==> src/rtl/status_pkg.sv <==
// Shared definitions for the 6502 status register: P bit positions, flag-op and
// branch-condition encodings, the reset image and P pack/unpack helpers.
package status_pkg;

  localparam int P_C = 0;
  localparam int P_Z = 1;
  localparam int P_I = 2;
  localparam int P_D = 3;
  localparam int P_B = 4;
  localparam int P_U = 5;
  localparam int P_V = 6;
  localparam int P_N = 7;

  localparam logic [2:0] OP_NOP = 3'd0;
  localparam logic [2:0] OP_SEC = 3'd1;
  localparam logic [2:0] OP_CLC = 3'd2;
  localparam logic [2:0] OP_SEI = 3'd3;
  localparam logic [2:0] OP_CLI = 3'd4;
  localparam logic [2:0] OP_SED = 3'd5;
  localparam logic [2:0] OP_CLD = 3'd6;
  localparam logic [2:0] OP_CLV = 3'd7;

  localparam logic [1:0] COND_N = 2'b00;
  localparam logic [1:0] COND_V = 2'b01;
  localparam logic [1:0] COND_C = 2'b10;
  localparam logic [1:0] COND_Z = 2'b11;

  localparam logic [7:0] RESET_P_DEFAULT = 8'h24;

  // Only the six architectural flags are stored; bits 5 and 4 exist on the bus only.
  typedef struct packed {
    logic n;
    logic v;
    logic d;
    logic i;
    logic z;
    logic c;
  } flags_t;

  function automatic logic [7:0] pack_p(input flags_t f);
    return {f.n, f.v, 1'b1, 1'b0, f.d, f.i, f.z, f.c};
  endfunction

  function automatic flags_t unpack_p(input logic [7:0] b);
    flags_t f;
    f.n = b[P_N];
    f.v = b[P_V];
    f.d = b[P_D];
    f.i = b[P_I];
    f.z = b[P_Z];
    f.c = b[P_C];
    return f;
  endfunction

endpackage

==> src/rtl/status_if.sv <==
// Signal bundle between the status register (slave) and the sequencer/ALU/stack
// path that drives it (master).
interface status_if;
  logic       alu_n;
  logic       alu_v;
  logic       alu_z;
  logic       alu_c;
  logic [3:0] flag_we;
  logic [2:0] op;
  logic       pull_valid;
  logic [7:0] pull_data;
  logic       irq_entry;
  logic       brk_push;
  logic       instr_done;
  logic [2:0] cond;
  logic [7:0] p;
  logic [7:0] push_data;
  logic       carry_in;
  logic       daa;
  logic       irq_mask;
  logic       branch_taken;

  modport master (
    output alu_n, alu_v, alu_z, alu_c, flag_we, op, pull_valid, pull_data,
           irq_entry, brk_push, instr_done, cond,
    input  p, push_data, carry_in, daa, irq_mask, branch_taken
  );

  modport slave (
    input  alu_n, alu_v, alu_z, alu_c, flag_we, op, pull_valid, pull_data,
           irq_entry, brk_push, instr_done, cond,
    output p, push_data, carry_in, daa, irq_mask, branch_taken
  );
endinterface

==> src/rtl/status_branch_eval.sv <==
// Combinational branch decision: select one of N/V/C/Z by cond[2:1] and compare
// it with the required value in cond[0].
module status_branch_eval
  import status_pkg::*;
(
  input  logic       i_n,
  input  logic       i_v,
  input  logic       i_c,
  input  logic       i_z,
  input  logic [2:0] i_cond,
  output logic       o_taken
);

  logic w_sel;

  // NOTE: every always_comb output gets a default first so no path can infer a latch.
  always_comb begin
    w_sel = i_n;
    case (i_cond[2:1])
      COND_N:  w_sel = i_n;
      COND_V:  w_sel = i_v;
      COND_C:  w_sel = i_c;
      COND_Z:  w_sel = i_z;
      default: w_sel = i_n;
    endcase
  end

  assign o_taken = (w_sel == i_cond[0]);

endmodule

==> src/rtl/status_reg.sv <==
// 6502 processor status register with ALU flag capture, flag ops, stack images,
// interrupt masking and branch evaluation. Define STATUS_BCD_EN to drive daa from D.
module status_reg
  import status_pkg::*;
#(
  parameter logic [7:0] RESET_P = RESET_P_DEFAULT
) (
  input logic     clk,
  input logic     rst_n,
  status_if.slave bus
);

  flags_t     r_flags;
  flags_t     w_flags_nxt;
  logic       r_irq_mask;
  logic [7:0] w_p;

  // Priority: pull, then op over same-flag ALU writes, then irq_entry forcing I.
  always_comb begin
    w_flags_nxt = r_flags;
    if (bus.pull_valid) begin
      w_flags_nxt = unpack_p(bus.pull_data);
    end else begin
      if (bus.flag_we[3]) w_flags_nxt.n = bus.alu_n;
      if (bus.flag_we[2]) w_flags_nxt.v = bus.alu_v;
      if (bus.flag_we[1]) w_flags_nxt.z = bus.alu_z;
      if (bus.flag_we[0]) w_flags_nxt.c = bus.alu_c;
      case (bus.op)
        OP_SEC:  w_flags_nxt.c = 1'b1;
        OP_CLC:  w_flags_nxt.c = 1'b0;
        OP_SEI:  w_flags_nxt.i = 1'b1;
        OP_CLI:  w_flags_nxt.i = 1'b0;
        OP_SED:  w_flags_nxt.d = 1'b1;
        OP_CLD:  w_flags_nxt.d = 1'b0;
        OP_CLV:  w_flags_nxt.v = 1'b0;
        default: ;
      endcase
    end
    if (bus.irq_entry) w_flags_nxt.i = 1'b1;
  end

  // NOTE: state registers use non-blocking assignments so every flop samples pre-edge values.
  always_ff @(posedge clk or negedge rst_n) begin
    if (!rst_n) begin
      r_flags    <= unpack_p(RESET_P);
      r_irq_mask <= 1'b1;
    end else begin
      r_flags <= w_flags_nxt;
      // The mask trails I by one instruction boundary so CLI/SEI/PLP act one instruction late.
      if (bus.irq_entry)       r_irq_mask <= 1'b1;
      else if (bus.instr_done) r_irq_mask <= r_flags.i;
    end
  end

  assign w_p           = pack_p(r_flags);
  assign bus.p         = w_p;
  assign bus.push_data = {w_p[7:5], bus.brk_push, w_p[3:0]};
  assign bus.carry_in  = r_flags.c;
  assign bus.irq_mask  = r_irq_mask;

`ifdef STATUS_BCD_EN
  assign bus.daa = r_flags.d;
`else
  assign bus.daa = 1'b0;
`endif

  status_branch_eval u_branch (
    .i_n     (r_flags.n),
    .i_v     (r_flags.v),
    .i_c     (r_flags.c),
    .i_z     (r_flags.z),
    .i_cond  (bus.cond),
    .o_taken (bus.branch_taken)
  );

endmodule

==> src/flat_wrapper.sv <==
// flat-port wrapper written by rule: the top's interface ports become plain ports
module status_reg_flat import status_pkg::*;
#(
  parameter logic [7:0] RESET_P = RESET_P_DEFAULT
)
  (clk, rst_n, bus_alu_n, bus_alu_v, bus_alu_z, bus_alu_c, bus_flag_we, bus_op, bus_pull_valid, bus_pull_data, bus_irq_entry, bus_brk_push, bus_instr_done, bus_cond, bus_p, bus_push_data, bus_carry_in, bus_daa, bus_irq_mask, bus_branch_taken);
  status_if bus_i ();
  input logic clk;
  input logic rst_n;
  input wire logic [$bits(bus_i.alu_n)-1:0] bus_alu_n;
  input wire logic [$bits(bus_i.alu_v)-1:0] bus_alu_v;
  input wire logic [$bits(bus_i.alu_z)-1:0] bus_alu_z;
  input wire logic [$bits(bus_i.alu_c)-1:0] bus_alu_c;
  input wire logic [$bits(bus_i.flag_we)-1:0] bus_flag_we;
  input wire logic [$bits(bus_i.op)-1:0] bus_op;
  input wire logic [$bits(bus_i.pull_valid)-1:0] bus_pull_valid;
  input wire logic [$bits(bus_i.pull_data)-1:0] bus_pull_data;
  input wire logic [$bits(bus_i.irq_entry)-1:0] bus_irq_entry;
  input wire logic [$bits(bus_i.brk_push)-1:0] bus_brk_push;
  input wire logic [$bits(bus_i.instr_done)-1:0] bus_instr_done;
  input wire logic [$bits(bus_i.cond)-1:0] bus_cond;
  output wire logic [$bits(bus_i.p)-1:0] bus_p;
  output wire logic [$bits(bus_i.push_data)-1:0] bus_push_data;
  output wire logic [$bits(bus_i.carry_in)-1:0] bus_carry_in;
  output wire logic [$bits(bus_i.daa)-1:0] bus_daa;
  output wire logic [$bits(bus_i.irq_mask)-1:0] bus_irq_mask;
  output wire logic [$bits(bus_i.branch_taken)-1:0] bus_branch_taken;
  assign bus_i.alu_n = bus_alu_n;
  assign bus_i.alu_v = bus_alu_v;
  assign bus_i.alu_z = bus_alu_z;
  assign bus_i.alu_c = bus_alu_c;
  assign bus_i.flag_we = bus_flag_we;
  assign bus_i.op = bus_op;
  assign bus_i.pull_valid = bus_pull_valid;
  assign bus_i.pull_data = bus_pull_data;
  assign bus_i.irq_entry = bus_irq_entry;
  assign bus_i.brk_push = bus_brk_push;
  assign bus_i.instr_done = bus_instr_done;
  assign bus_i.cond = bus_cond;
  assign bus_p = bus_i.p;
  assign bus_push_data = bus_i.push_data;
  assign bus_carry_in = bus_i.carry_in;
  assign bus_daa = bus_i.daa;
  assign bus_irq_mask = bus_i.irq_mask;
  assign bus_branch_taken = bus_i.branch_taken;
  status_reg #(.RESET_P(RESET_P)) u_core (.clk(clk), .rst_n(rst_n), .bus(bus_i));
endmodule
==> config.mk <==
export PLATFORM = sky130hd
export DESIGN_NAME = status_reg_flat
export DESIGN_NICKNAME = d
export VERILOG_FILES = /design/src/rtl/status_pkg.sv /design/src/rtl/status_if.sv /design/src/rtl/status_branch_eval.sv /design/src/rtl/status_reg.sv /design/src/flat_wrapper.sv
export SDC_FILE = /design/constraint.sdc
export NUM_CORES = 1
export LEC_CHECK = 0
export ABC_AREA = 1
export CAP_MARGIN = 20
export CORE_MARGIN = 3
export CORE_UTILIZATION = 31
export CTS_CLUSTER_DIAMETER = 60
export DETAILED_ROUTE_END_ITERATION = 7
export PLACE_DENSITY_LB_ADDON = 0.05
export SYNTH_ARGS = -nofsm -noshare
export SYNTH_HDL_FRONTEND = slang
export SYNTH_SLANG_ARGS = --single-unit
==> constraint.sdc <==
create_clock -name clk -period 1 [get_ports clk]
set_input_delay 0.2 -clock clk [delete_from_list [all_inputs] [get_ports clk]]
set_output_delay 0.2 -clock clk [all_outputs]
set_load 0.03 [all_outputs]
# Word-level counts from Yosys, hierarchy flattened
# Index checks and enable logic that the tools add are counted.
[word_totals]
input_bits = 28
word_cells = 39
output_inout_bits = 20
reg_bits = 7
[classes]
n_reduce_logical = 8
mux = 13
n_eq_ne = 11
[ops]
columns = ["operator", "n"]
rows = [
  ["$eq 3x3->1 const B", 4],
  ["$mux 1", 8],
  ["$reduce_bool 4->1", 2],
  ["$eq 3x2->1 const B", 2],
  ["$mux 6", 1],
  ["$pmux 1 s2", 3],
  ["$reduce_bool 2->1", 3],
  ["$reduce_bool 3->1", 2],
  ["$eq 2x2->1 const B", 2],
  ["$pmux 1 s4", 1],
  ["$eq 3x1->1 const B", 1],
  ["$eq 2x1->1 const B", 1],
  ["$logic_not 2->1", 1],
  ["$eq 1x1->1", 1],
]

# Logic depth before layout (Yosys ltp)
# Gate-level depths: netlist of run 1.
[depth]
depth_word = 4
ltp_mapped = 6
mapped_depth_nobuf = 6

# Cells and area by module
# From an unflattened synthesis of run 1, not the netlist that was laid out.
[unflattened]
hier_cells = 82
hier_area_um2 = 543.0
[by_module_without_submodules]
columns = ["module", "cells_per_inst", "n_inst", "area_each_um2", "seq_area_each_um2"]
rows = [
  ["status_reg", 69, 1, 485.5, 177.7],
  ["status_branch_eval", 13, 1, 57.6, 0.0],
]

# Worst setup path after synthesis of run 1
# Ideal clock, no wire load.
[synth_path]
kind = "register -> output"
startpoint = "register u_core.r_flags (netlist bit u_core.bus.carry_in)"
endpoint = "output port bus_branch_taken"
t_required_ns = 0.800
path_stages_with_launch = 6
t_arrival_ns = 0.995
slack_ns = -0.195
n_path_buf = 0
path_cell_list = "dfrtp_1 > nand2_1 > nand3_1 > nand2_1 > nand2_1 > nand2_1"
[synth_between]
elab_chain_len = 2
[synth_rtl]
columns = ["item", "line_no", "source"]
rows = [
  ["from (decl)", "status_reg.sv:13", "flags_t r_flags;"],
  ["from (signal assigned)", "status_reg.sv:45", "r_flags <= unpack_p(RESET_P);"],
  ["from (signal assigned)", "status_reg.sv:48", "r_flags <= w_flags_nxt;"],
  ["$pmux 1 s4", "status_branch_eval.sv:19", "case (i_cond[2:1])"],
  ["$eq 1x1->1", "status_branch_eval.sv:28", "assign o_taken = (w_sel == i_cond[0]);"],
  ["to (decl)", "flat_wrapper.sv:27", "output wire logic [$bits(bus_i.branch_taken)-1:0] bus_branch_taken;"],
]
# Every way passes these cells.

# Worst setup path after layout of run 1
[layout_path]
startpoint = "input port bus_cond[2]"
endpoint = "output port bus_branch_taken"
[layout_between]
elab_chain_len = 3
word_cells_on_any_way = 6
classes_between = "4 x eq/ne; 1 x mux; 1 x reduce/logical"
[layout_rtl]
columns = ["item", "line_no", "source"]
rows = [
  ["from (decl)", "flat_wrapper.sv:21", "input wire logic [$bits(bus_i.cond)-1:0] bus_cond;"],
  ["$eq 2x2->1 (tied with other cells)", "status_branch_eval.sv:19", ""],
  ["$pmux 1 s4 (*)", "status_branch_eval.sv:19", ""],
  ["$eq 1x1->1 (*)", "status_branch_eval.sv:28", ""],
]
# Every way passes the cells marked *; elsewhere a longest branch is shown, timed or not.

==> results by group, run 1 <==
Finish
  – Fin nets: 151
  – Most frequent cells in the layout: clkdlybuf4s50_1 (23), buf_6 (18), nand2_1 (17), inv_1 (12), nand3_1 (10)
  – N_diodes: 0
  – Final instance area: slightly above 1000 um2
  – Area grow syn2layout: 79.5%
  – Share of cells above drive strength 1: between 30% and 40%
  – Most common cell after layout, fill and taps aside: clkdlybuf4s50_1
  – Final Util: between 60% and 70%

Floorplan
  – Die outline height: a little under 50 um
  – Core area: ~1600 um2
  – IO Pins: 48
  – Starting density of the core: between 30% and 40%
  – Die X: 48.6 um
  – FP Rows: 14
  – Die footprint: around 2400 um2

Yosys
  – Post-synthesis sequential area ratio: between 30% and 40%
  – Flop and latch count out of synthesis: 7
  – Synth warn: 0
  – Cell count after synthesis: 85
  – Distinct cells, synth: 14
  – Synthesized area: 562 um2
  – Synthesized area per cell: approximately 6.6 um2

Setup path
  – Critical path data arrival time: between 1 and 1.5 ns
  – CP peak stage delay: 0.50 ns
  – Type of destination of the critical path: output port
  – Critical path fanouts, max: 2
  – Slowest stage cell, crit path: clkdlybuf4s50_1
  – Critical Path Source Type: input pin
  – Reg-to-reg startpoint: u_core.bus.p[6]
  – Cell Chain, Critical Path: clkdlybuf4s50_1, inv_1, nand3_1, nand2_1, nand2_2, nand2_4, buf_6
  – Worst r2r path cells: 6
  – Required time of the critical path: 0.80 ns
  – R2R Setup Slk: 0 ns
  – Worst R2R End: u_core.bus.p[6]
  – CP Class: in -> out

Clock tree
  – Worst-skew pair later-pin latency: between 0.2 and 0.3 ns
  – CTS H-Tree Depth: 1
  – Worst-path clk slew: about 0.050 ns
  – CTS tree: yes
  – CTS sink count: 7
  – Clk root buf: clkbuf_4
  – Max Buffers Root-to-Sink: 2
  – TritonCTS Buffers: 3

Route
  – WL final: about 1400 um
  – 1st-iter DRT viols: 3
  – 1st-pass router iterations: 4
  – DR vias: ~630
  – Antenna-violating nets left: 0
  – Wirelength per Cell: between 9 and 10 um
  – DR vias/cell: ~4.3
  – DRC errors left: 0

Timing
  – Max Freq: around 730 MHz
  – Final TNS setup: -1.80 ns
  – Setup ws final: -0.361 ns
  – Minimum clock period: between 1 and 1.5 ns
  – Count of final setup violators: 16
  – RSZ-0062 raised after global routing: true
  – Final Hold Viols: 0
  – Pins Over Slew Limit: 0
  – Crit share post-route: 136%
  – Clock Skew: 0.000140 ns

GRT
  – Initial antenna violation count: 0
  – Routing usage on met2: 21.8%
  – GR met1 Demand/Resource: between 10% and 20%
  – M3 GR Usage: under 10%
  – Top Usage Layer GRT: met2
  – Remaining Overflow, GRT: 0
  – Tot GR Track Use: 12.9%
  – Number of global-route vias before repair: around 600
  – First-pass GRT wire length: between 2000 and 2500 um
  – Largest net degree at the start of global routing: 8

Status
  – Status: finished, violations left
  – Failing checks: negative setup slack

Power and ir drop
  – Pwr Density: approximately 1100 nW/um2
  – Leakage: around 0.5 nW
  – Maximum vdd ir drop: 0.835 mV

Place
  – Dpl hpwl: between 1000 and 1500 um
  – DP Worst Slack: -0.453 ns
  – Placed inst area: approximately 900 um2
  – IO Port Bufs: 39
  – Gp weighted congestion: about 0.70

Flow run
  – Max_cap viols: 0

Worst hold path
  – Worst min path class: in -> async
==> worst max-delay path by stage <==
stage                     depth (start not counted)                start                to
after floorplan                                   5  u_core.bus.carry_in  bus_branch_taken
after global placement                            8          bus_cond[1]  bus_branch_taken
after detailed placement                          8          bus_cond[1]  bus_branch_taken
after CTS                                         6      u_core.bus.p[1]  bus_branch_taken
after global routing                              6      u_core.bus.p[1]  bus_branch_taken
final                                             7          bus_cond[2]  bus_branch_taken
==> cell usage after synthesis (all sizes together) <==
library cell	count	area share, %
nand2	21	14
buf	15	20
inv	14	9.4
nand3	11	9.8
dfrtp	5	22
nor2	5	3.3
o21ai	5	4.5
a21oi	3	3.3
conb	2	1.3
dfstp	2	9.4
o211ai	1	1.3
o21bai	1	1.3
==> critical path, delay by kind of cell <==
family,cells,cell delay [ns]
simple gates,4,0.28
buf+inv,3,0.68
==> cell type report <==
| type | instances | area (um2) |
|---|---|---|
| fill | 154 | 603 |
| timing repair buffer | 46 | 472 |
| multi-input combinational | 51 | 249 |
| sequential | 7 | 179 |
| inverter | 14 | 52.6 |
| tap | 24 | 30.0 |
| clock buffer | 4 | 26.3 |
==> power by group <==
part	internal [mW]	switching (mW)	total [mW]
Combinational	0.266	0.271	0.537
Sequential	0.314	0.0219	0.336
Clock	0.152	0.107	0.260
Total	0.733	0.400	1.13
==> state kept, by name (all words and copies together), names as in the netlist <==
register and count:
u_core.bus.p 5, u_core.bus.irq_mask 1, u_core.bus.carry_in 1
==> cells by family (layout without fill, tap and decap cells) <==
logic type / count (synthesis) / in the layout / share of synthesized area [%]
other: 2 / 4 / 1.34
AND/OR/NAND/NOR: 37 / 37 / 27.2
AO/OA/AOI/OAI: 10 / 10 / 10.5
flip-flops: 7 / 7 / 31.6
buffers and inverters: 29 / 64 / 29.4
==> what timing repair did <==
action | in CTS | in global routing
setup endpoints to repair | 15 | 16
resized for setup | 19 | 4
pin swaps | 0 | 3
setup buffers | 3 | 1
hold buffers | 0 | 0
==> routing by layer <==
layer / wire length (um) / vias up
met5: 0 / -
met4: 12 / 0
met3: 172 / 2
met2: 687 / 37
met1: 563 / 269
li1: - / 319
==> through the flow <==
step	total power [mW]	hold WS (ns)	cells
2_1_floorplan	0.639	-0.0956	87
3_3_place_gp	0.803	0.400	140
3_5_place_dp	0.808	0.400	140
4_1_cts	1.14	0.198	145
5_1_grt	1.21	0.203	146
6_report	1.13	0.203	146
No activity file was read; power rests on OpenSTA's default activity.
==> inputs of run 2 (changes only) <==
Settings changed: ABC_CLOCK_PERIOD_IN_PS set to 1000.
==> results of run 2 <==
Same layout as run 1: the final DEF is identical, and so are final timing and power.
==> inputs of run 3 (changes only) <==
Settings changed: CORE_MARGIN 3 to 2, SKIP_LAST_GASP set to 1.
==> run 3 against run 2 <==
Net effect:
- the flow still finishes with violations (negative setup slack)
- clock power fell by 2%
- die area shrank 8.1%
- clock skew increased by 0.0022 ns
- fmax is 2.3% higher
- combinational power rose by 2%
- final area grew 2.6%
- sequential cell count did not move
==> results by group, run 3 (same netlist as run 1, synthesis figures left out) <==
GRT
  – Initial antenna violation count: 0
  – Largest net degree at the start of global routing: 8
  – First-pass GRT wire length: ~2100 um
  – Tot GR Track Use: a little over an eighth
  – Number of global-route vias before repair: ~530
  – Remaining Overflow, GRT: 0

Setup path
  – CP Class: reg -> out
  – Critical Path Source Type: flop
  – Worst Setup SP: u_core.bus.carry_in
  – Cell Chain, Critical Path: nand2_2, nand3_2, nand2_2, nand2_2, nand2_4, buf_6
  – Most used cell, CP: nand2_2
  – Slowest stage cell, crit path: dfrtp_2
  – CP peak stage delay: approximately 0.42 ns
  – Type of destination of the critical path: output port
  – Critical path data arrival time: roughly 1.1 ns
  – Reg-to-reg startpoint: u_core.bus.p[6]
  – Required time of the critical path: approximately 0.80 ns
  – Critical path fanouts, max: 2

Timing
  – Setup ws final: -0.331 ns
  – Final Hold Viols: 0
  – Crit share post-route: 133%
  – Max Freq: 751 MHz
  – Count of final setup violators: 16
  – Final TNS setup: -1.66 ns
  – RSZ-0062 raised after global routing: true
  – Clock Skew: around 0.0023 ns
  – Pins Over Slew Limit: 0
  – Minimum clock period: ~1.3 ns

Power and ir drop
  – Maximum vdd ir drop: ~0.58 mV
  – Net Sw Frac: 35.2%
  – Clock power share: ~22%
  – Total Power: about 1.1 mW
  – Combinational share of power: about half
  – Sequential share of power: between 20% and 30%
  – Leakage: roughly 0.54 nW
  – Internal power: 741 uW
  – Pwr Density: roughly 1100 nW/um2
  – P_sw: around 400 uW

Route
  – Metal3 WL: 87 um
  – 1st-pass router iterations: 4
  – Post-Route M1 WL: between 500 and 600 um
  – 1st-iter DRT viols: 5
  – WL met2: 802 um
  – WL final: about 1500 um
  – Antenna-violating nets left: 0
  – DR vias/cell: roughly 4.2
  – Wirelength per Cell: 9.89 um
  – DRC errors left: 0
  – DR vias: about 630
  – Top sig layer: met3

Place
  – DP Worst Slack: -0.461 ns
  – Gp weighted congestion: between 0.6 and 0.7
  – Dpl hpwl: between 1000 and 1500 um
  – IO Port Bufs: 39

Floorplan
  – Die outline height: between 40 and 50 um
  – Die footprint: 2170 um2
  – Starting density of the core: about 33%
  – Die X: ~47 um
  – FP Rows: 15
  – IO Pins: 48
  – Core area: about 1700 um2

Clock tree
  – CTS sink count: 7
  – CTS H-Tree Depth: 1
  – Clk root buf: clkbuf_4
  – Worst-path clk slew: ~0.050 ns
  – Max Buffers Root-to-Sink: 2
  – TritonCTS Buffers: 3
  – Worst-skew pair later-pin latency: ~0.25 ns
  – CTS tree: yes

Status
  – Failing checks: negative setup slack
  – Status: finished, violations left

Flow run
  – Max_cap viols: 0

Finish
  – Share of cells above drive strength 1: 31.7%
  – Filler cells: 155
  – N_diodes: 0
  – Area grow syn2layout: 84.2%
  – Fin nets: between 150 and 200
  – Max reg flops: 5
  – Most frequent cells in the layout: clkdlybuf4s50_1 (21), buf_6 (20), nand2_1 (17), inv_1 (12), nand3_1 (9)
  – Most common cell after layout, fill and taps aside: clkdlybuf4s50_1

Worst hold path
  – Worst min path class: in -> async
run 3: cell type report:
type	instances	area (um2)	area share (%)
timing repair buffer	47	492	47.5
multi-input combinational	51	254	24.5
clock buffer	4	26.3	2.54
sequential	7	179	17.3
inverter	14	52.6	5.08
tap	25	31.3	3.02
run 3: power groups by stage:
stage               clock network, mW  registers [mW]  logic (mW)
floorplan                           0           0.367       0.272
finish                          0.256           0.337       0.550
CTS                             0.268           0.334       0.526
global placement                    0           0.335       0.467
detailed placement                  0           0.335       0.472
global route                    0.282           0.340       0.591
run 3: path summary, 6_finish.rpt:
path / slack [ns] / end / depth (start not counted)
hold reg to reg: 0.50 / u_core.bus.irq_mask / 2
min in group clk: 0.38 / u_core.bus.p[3] / 4
hold / removal: 0.22 / u_core.bus.p[7] / 1
setup reg to reg: -0.02 / u_core.bus.p[6] / 6
setup / recovery: -0.33 / bus_branch_taken / 6
max in group asynchronous: 0.48 / u_core.bus.p[2] / 1
run 3: metal layers:
| layer | GRT usage [%] | vias up |
|---|---|---|
| met4 | 5.14 | 0 |
| met1 | 15.8 | 285 |
| met5 | 0 | - |
| met3 | 2.75 | 0 |
| li1 | - | 320 |
| met2 | 24.2 | 21 |
run 3: worst max-delay path, delay by kind of cell (launching register included):
| kind | cells | cell delay, ns |
|---|---|---|
| buf+inv | 1 | 0.12 |
| flops | 1 | 0.42 |
| simple gates | 5 | 0.36 |
run 3: per-stage QoR:
| stage | std cells | instance area (um2) | utilization [%] | hold WS, ns |
|---|---|---|---|---|
| after global placement | 141 | 890 | 52.1 | 0.400 |
| after floorplan | 87 | 584 | - | -0.0956 |
| after detailed placement | 141 | 890 | 52.1 | 0.400 |
| final | 148 | 1030 | 60.6 | 0.225 |
| after global routing | 148 | 1030 | 60.6 | 0.233 |
| after CTS | 147 | 991 | 58.0 | 0.229 |
run 3: what timing repair did:
item / 4_1_cts / 5_1_grt
gates resized for setup: 17 / 13
buffers inserted: 3 / 3
cloned: 0 / 0
setup endpoints to repair: 15 / 19
pin swaps: 1 / 6
hold buffers: 0 / 0
